$ cat src/rtl/bitcoin_pkg.sv
// Shared definitions for the bitcoin hash engine back end: scanner states,
// summary record layout and hash reset value.
package bitcoin_pkg;

    typedef logic [2:0] scan_state_t;

    localparam scan_state_t ST_IDLE    = 3'd0;
    localparam scan_state_t ST_ISSUE   = 3'd1;
    localparam scan_state_t ST_SCAN    = 3'd2;
    localparam scan_state_t ST_WR_MIN  = 3'd3;
    localparam scan_state_t ST_WR_IDX  = 3'd4;
    localparam scan_state_t ST_WR_FLAG = 3'd5;

    localparam int unsigned SUMMARY_MIN_OFS  = 0;
    localparam int unsigned SUMMARY_IDX_OFS  = 1;
    localparam int unsigned SUMMARY_FLAG_OFS = 2;

    localparam logic [31:0] HASH_INIT_MAX = 32'hFFFF_FFFF;

    function automatic logic [31:0] summary_flag_word(input logic found, input logic [15:0] nonce);
        return {found, 15'b0, nonce};
    endfunction

endpackage

$ cat src/rtl/result_min_tracker.sv
// Running minimum of a stream of H0 words plus first-below-target capture.
// Strict compares keep the lowest index on ties and the earliest hit.
module result_min_tracker
    import bitcoin_pkg::*;
#(
    parameter int unsigned IW = 5
) (
    input  logic          i_clk,
    input  logic          i_rst,
    input  logic          i_clr,
    input  logic          i_valid,
    input  logic [IW-1:0] i_idx,
    input  logic [31:0]   i_value,
    input  logic [31:0]   i_target,
    output logic [31:0]   o_min,
    output logic [IW-1:0] o_min_idx,
    output logic          o_found,
    output logic [IW-1:0] o_found_idx
);

    logic [31:0]   r_min;
    logic [IW-1:0] r_min_idx;
    logic          r_found;
    logic [IW-1:0] r_found_idx;

    always_ff @(posedge i_clk or posedge i_rst) begin
        if (i_rst) begin
            r_min       <= HASH_INIT_MAX;
            r_min_idx   <= '0;
            r_found     <= 1'b0;
            r_found_idx <= '0;
        end else if (i_clr) begin
            r_min       <= HASH_INIT_MAX;
            r_min_idx   <= '0;
            r_found     <= 1'b0;
            r_found_idx <= '0;
        end else if (i_valid) begin
            if (i_value < r_min) begin
                r_min     <= i_value;
                r_min_idx <= i_idx;
            end
            if (!r_found && (i_value < i_target)) begin
                r_found     <= 1'b1;
                r_found_idx <= i_idx;
            end
        end
    end

    assign o_min       = r_min;
    assign o_min_idx   = r_min_idx;
    assign o_found     = r_found;
    assign o_found_idx = r_found_idx;

endmodule

$ cat src/rtl/nonce_result_scanner.sv
// Reads NUM_NONCES H0 words, tracks the minimum and first hit below target,
// then writes a 3-word summary and latches the results for the host.
module nonce_result_scanner
    import bitcoin_pkg::*;
#(
    parameter  int unsigned NUM_NONCES = 16,
    parameter  int unsigned ADDR_W     = 16,
    localparam int unsigned IW         = $clog2(NUM_NONCES) + 1
) (
    input  logic              clk,
    input  logic              reset,
    input  logic              start,
    input  logic [ADDR_W-1:0] result_addr,
    input  logic [ADDR_W-1:0] summary_addr,
    input  logic [31:0]       target,
    output logic              done,
    output logic              mem_clk,
    output logic              mem_we,
    output logic [ADDR_W-1:0] mem_addr,
    output logic [31:0]       mem_write_data,
    input  logic [31:0]       mem_read_data,
    output logic [31:0]       best_hash,
    output logic [IW-1:0]     best_nonce,
    output logic              found,
    output logic [IW-1:0]     found_nonce
);

    scan_state_t       r_state;
    logic [IW-1:0]     r_rd_cnt;
    logic [ADDR_W-1:0] r_result_addr;
    logic [ADDR_W-1:0] r_summary_addr;
    logic [31:0]       r_target;
    logic [31:0]       r_best_hash;
    logic [IW-1:0]     r_best_nonce;
    logic              r_found;
    logic [IW-1:0]     r_found_nonce;

    logic              w_clr;
    logic              w_valid;
    logic              w_last_read;
    logic [IW-1:0]     w_idx;
    logic [31:0]       w_min;
    logic [IW-1:0]     w_min_idx;
    logic              w_found;
    logic [IW-1:0]     w_found_idx;

    assign mem_clk     = clk;
    assign done        = (r_state == ST_IDLE);
    assign w_clr       = (r_state == ST_IDLE) && start;
    assign w_valid     = (r_state == ST_SCAN);
    // In SCAN the word arriving now was issued one cycle earlier, i.e. nonce rd_cnt-1.
    assign w_idx       = r_rd_cnt - IW'(1);
    assign w_last_read = (r_rd_cnt == IW'(NUM_NONCES));

    result_min_tracker #(
        .IW (IW)
    ) u_tracker (
        .i_clk       (clk),
        .i_rst       (reset),
        .i_clr       (w_clr),
        .i_valid     (w_valid),
        .i_idx       (w_idx),
        .i_value     (mem_read_data),
        .i_target    (r_target),
        .o_min       (w_min),
        .o_min_idx   (w_min_idx),
        .o_found     (w_found),
        .o_found_idx (w_found_idx)
    );

    always_ff @(posedge clk or posedge reset) begin
        if (reset) begin
            r_state        <= ST_IDLE;
            r_rd_cnt       <= '0;
            r_result_addr  <= '0;
            r_summary_addr <= '0;
            r_target       <= '0;
            r_best_hash    <= HASH_INIT_MAX;
            r_best_nonce   <= '0;
            r_found        <= 1'b0;
            r_found_nonce  <= '0;
        end else begin
            case (r_state)
                ST_IDLE: begin
                    if (start) begin
                        r_result_addr  <= result_addr;
                        r_summary_addr <= summary_addr;
                        r_target       <= target;
                        r_rd_cnt       <= '0;
                        r_state        <= ST_ISSUE;
                    end
                end
                ST_ISSUE: begin
                    r_rd_cnt <= IW'(1);
                    r_state  <= ST_SCAN;
                end
                ST_SCAN: begin
                    if (w_last_read) begin
                        r_state <= ST_WR_MIN;
                    end else begin
                        r_rd_cnt <= r_rd_cnt + IW'(1);
                    end
                end
                ST_WR_MIN: r_state <= ST_WR_IDX;
                ST_WR_IDX: r_state <= ST_WR_FLAG;
                ST_WR_FLAG: begin
                    r_best_hash   <= w_min;
                    r_best_nonce  <= w_min_idx;
                    r_found       <= w_found;
                    r_found_nonce <= w_found_idx;
                    r_rd_cnt      <= '0;
                    r_state       <= ST_IDLE;
                end
                default: r_state <= ST_IDLE;
            endcase
        end
    end

    always_comb begin
        mem_we         = 1'b0;
        mem_addr       = '0;
        mem_write_data = '0;
        case (r_state)
            ST_ISSUE: mem_addr = r_result_addr;
            ST_SCAN: begin
                if (!w_last_read) begin
                    mem_addr = r_result_addr + ADDR_W'(r_rd_cnt);
                end
            end
            ST_WR_MIN: begin
                mem_we         = 1'b1;
                mem_addr       = r_summary_addr + ADDR_W'(SUMMARY_MIN_OFS);
                mem_write_data = w_min;
            end
            ST_WR_IDX: begin
                mem_we         = 1'b1;
                mem_addr       = r_summary_addr + ADDR_W'(SUMMARY_IDX_OFS);
                mem_write_data = 32'(w_min_idx);
            end
            ST_WR_FLAG: begin
                mem_we         = 1'b1;
                mem_addr       = r_summary_addr + ADDR_W'(SUMMARY_FLAG_OFS);
                mem_write_data = summary_flag_word(w_found, 16'(w_found_idx));
            end
            default: ;
        endcase
    end

    assign best_hash   = r_best_hash;
    assign best_nonce  = r_best_nonce;
    assign found       = r_found;
    assign found_nonce = r_found_nonce;

endmodule
$ cat config.mk
export PLATFORM = sky130hd
export DESIGN_NAME = nonce_result_scanner
export DESIGN_NICKNAME = d
export VERILOG_FILES = /design/src/rtl/bitcoin_pkg.sv /design/src/rtl/result_min_tracker.sv /design/src/rtl/nonce_result_scanner.sv
export SDC_FILE = /design/constraint.sdc
export NUM_CORES = 1
export LEC_CHECK = 0
export CAP_MARGIN = 15
export CORE_MARGIN = 3
export CORE_UTILIZATION = 53
export CTS_CLUSTER_SIZE = 20
export DETAILED_ROUTE_END_ITERATION = 10
export GPL_TIMING_DRIVEN = 0
export PLACE_DENSITY = 0.94
export REMOVE_ABC_BUFFERS = 1
export SKIP_LAST_GASP = 1
export SLEW_MARGIN = 25
export SYNTH_ARGS = -nofsm -noshare
export SYNTH_HDL_FRONTEND = slang
export SYNTH_HIERARCHICAL = 1
export SYNTH_SLANG_ARGS = --single-unit
$ cat constraint.sdc
create_clock -name clk -period 4.2 [get_ports clk]
set_input_delay 0.42 -clock clk [delete_from_list [all_inputs] [get_ports clk]]
set_output_delay 0.42 -clock clk [all_outputs]
set_load 0.02 [all_outputs]
==> impl_metrics.json <==
{
  "die_height_um": 141,
  "endpoint_kind": "output port",
  "ys_seq_area_frac": 0.419,
  "skew_ps": 10.1,
  "status": "finished clean",
  "routed-via-count": 8378,
  "most_common_library_cell_in_the_layout_ignoring_fill_and_taps": "clkdlybuf4s50_1",
  "ir_drop_mv": 0.354,
  "drt_first_pass_iters": 6,
  "path_cells": "nor3b_2, nand2_1, nor4_1, a211o_1, clkdlybuf4s50_1",
  "timing.slew.headroom": 0.446,
  "groute.usage.overall": 0.269,
  "postSynth.asyncResetShare": 1.00,
  "drt.antenna.violating_nets": 0,
  "placed_cell_area_mm2": 0.0118,
  "synth.yosys.warnings": 6,
  "dpl.hpwl_um": 19300,
  "timing.reg2reg.setup_slack_ps": 1000,
  "die_area_mm2": 0.0198,
  "synth_cells": 1030,
  "first_global_vias": 8511,
  "die_width_um": 141,
  "cpPeakStageDelay_ps": 660,
  "finalSetupViolCount": 0,
  "worstSkewPairLatency_ps": 540,
  "synthSimpleGateAreaFrac": 0.189,
  "syn-mean-instance-area_um2": 9.34,
  "max_slew.worst_pin.slew_ps": 824,
  "numPlacedInstances": 1404,
  "filler_cell_count": 1215,
  "first_pass_grt_wire_length_um": 42400,
  "max_cap_viol_count": 0,
  "setup.worst_path.start_class": "flop",
  "crit-reg2reg-launch": "u_tracker/o_min[2]",
  "count_of_flip_flops_with_a_built_in_enable_after_synthesis": 0,
  "rsz0062_at_grt": "false",
  "grt_max_degree": 75,
  "worst_ep_arrival_time_ps": 3590,
  "initial_util": 0.549,
  "nets": 1373,
  "post-route-cell-area_mm2": 0.0124,
  "finish.cell_count_without_fillers": 1441,
  "yosys_most_used_dff": "dfrtp_1",
  "flow.area_growth_from_synthesis_pct": 29.4,
  "timing.fmax_mhz": 250,
  "yosys.area_share.adder": 0.0944,
  "yosys.area_share.xor_xnor": 0.0255,
  "synth.cell_area_mm2": 0.00962,
  "worst_path_max_delay_cell": "dfrtp_2",
  "hold_viol": 0,
  "layout.cells.most_common_list": "clkdlybuf4s50_1 (192), nand2_1 (178), nor2_1 (98), dfrtp_1 (91)",
  "routed_wire_length_per_instance_um": 18.4,
  "final_max_slew_viol_count": 0,
  "power_density_over_the_cells_mw_per_mm2": 775,
  "worst-path-max-fanout": 27,
  "postCtsSetupBuffers": 0,
  "dominant_combinational_cell_family_by_area_after_synthesis": "simple AND/OR/NAND/NOR gates",
  "cp_data_required_time_ps": 3780,
  "routed_wl_um": 26600,
  "synth_mux_area_frac": 0.128,
  "drc": 0,
  "antenna_violations_before_repair": 1,
  "layout_worst_path_cycle_share": 0.954,
  "hp-class": "primary input to async pin",
  "synth.ff_latch_count": 158,
  "reg2reg_capture_point": "u_tracker/o_min[4]",
  "synthesized_area_fraction_occupied_by_ao_oa_aoi_and_oai_cells": 0.0884,
  "reg2reg_depth": 10,
  "drt-vias-per-instance": 5.81,
  "numPortBuffers": 192,
  "power.static_leakage_nw": 5.73,
  "total_power_mw": 9.65,
  "core_mm2": 0.0175,
  "std_cell_rows": 48,
  "drt_iter0_markers": 747,
  "tritoncts": "yes",
  "total_gr_overflow": 0,
  "yosysUniqueCellTypes": 62,
  "place_congestion": 0.889,
  "finalCriticalPeriod_ps": 4010,
  "clock_pin_transition_on_the_worst_setup_and_hold_timing_paths_ps": 60,
  "crit_type": "flop to output port",
  "drive_gt1_frac": 0.158,
  "floorplan.io_pins": 193
}
## timing repair
item / in CTS / in global routing
cloned: 1 / 0
hold buffers: 0 / 0
setup endpoints to repair: 12 / 3
gates resized for setup: 2 / 2
## synth_stat cells (all sizes together), types with 19 or more instances
library cell	instances	area [µm²]
dfstp	64	1680
dfrtp	94	2350
buf	29	175
xor2	20	175
and3	30	190
mux2i	53	531
ha	71	888
inv	73	274
nand2b	19	119
nor2	99	379
clkbuf	24	90.1
a21oi	37	189
mux2	62	698
o21ai	47	235
nand2	179	679
## power breakdown
group	switching [mW]	internal, mW	leakage, nW
registers	0.744	2.41	1.82
logic	2.55	2.30	3.59
clock network	0.661	0.998	0.324
total	3.95	5.70	5.73
## metal layers
metal | vias up | track usage | routed length (µm)
met1 | 4055 | 0.329 | 10900
met2 | 385 | 0.447 | 12900
met5 | - | 0 | 0
met3 | 94 | 0.0519 | 1590
met4 | 0 | 0.148 | 1180
li1 | 3844 | - | -
## kinds of logic after synthesis
logic type / count (synthesis)
muxes: 115
adders and majority gates: 72
AOI/OAI and AO/OA: 134
buffers and inverters: 126
DFF: 158
and+or+nand+nor: 397
xor gates and xnor gates: 28
## through the flow
step	setup WS [ps]	hold slack [ps]	util	TNS [ps]
after floorplan	-582	420	-	-54620
after global placement	-1800	446	0.659	-274730
after detailed placement	201	450	0.672	0
after CTS	60.5	309	0.710	0
after global routing	115	359	0.710	0
final	194	301	0.710	0
## how the worst max path moves through the flow
stage               cells after the start  slack, ps          endpoint        from
floorplan                               3       -580  r_result_addr[0]  r_state[1]
finish                                  5        190      mem_addr[12]  r_state[1]
detailed placement                      7        200      mem_addr[10]  r_state[0]
CTS                                     7         60      mem_addr[10]  r_state[0]
global route                            8        110      mem_addr[10]  r_state[1]
global placement                        3      -1800      r_target[28]  r_state[1]
## registers in the layout, indices dropped and copies added (netlist names)
signal	flops
u_tracker/o_min_idx	5
u_tracker/o_found	1
best_hash	32
r_rd_cnt	5
r_result_addr	16
found	1
r_state	3
r_target	32
best_nonce	5
found_nonce	5
u_tracker/o_found_idx	5
u_tracker/o_min	32
r_summary_addr	16
## layout make-up
| class | instances | area, µm² | area share |
|---|---|---|---|
| multi-input combinational | 747 | 5070 | 0.407 |
| sequential | 158 | 4040 | 0.324 |
| timing repair buffer | 201 | 2130 | 0.171 |
| clock buffer | 28 | 601 | 0.0482 |
| tap | 225 | 282 | 0.0226 |
| inverter | 73 | 279 | 0.0224 |
| clock inverter | 8 | 51.3 | 0.00412 |
| antenna | 1 | 2.50 | 0.000201 |
## worst max-delay path, delay by kind of cell, from the launching register on
kind | cells | cell delay, ps
AND/OR/NAND/NOR | 3 | 1610
flip-flops | 1 | 660
buffers and inverters | 1 | 600
AO/OA/AOI/OAI | 1 | 170
Note: power is estimated with default switching activity, not from simulation.
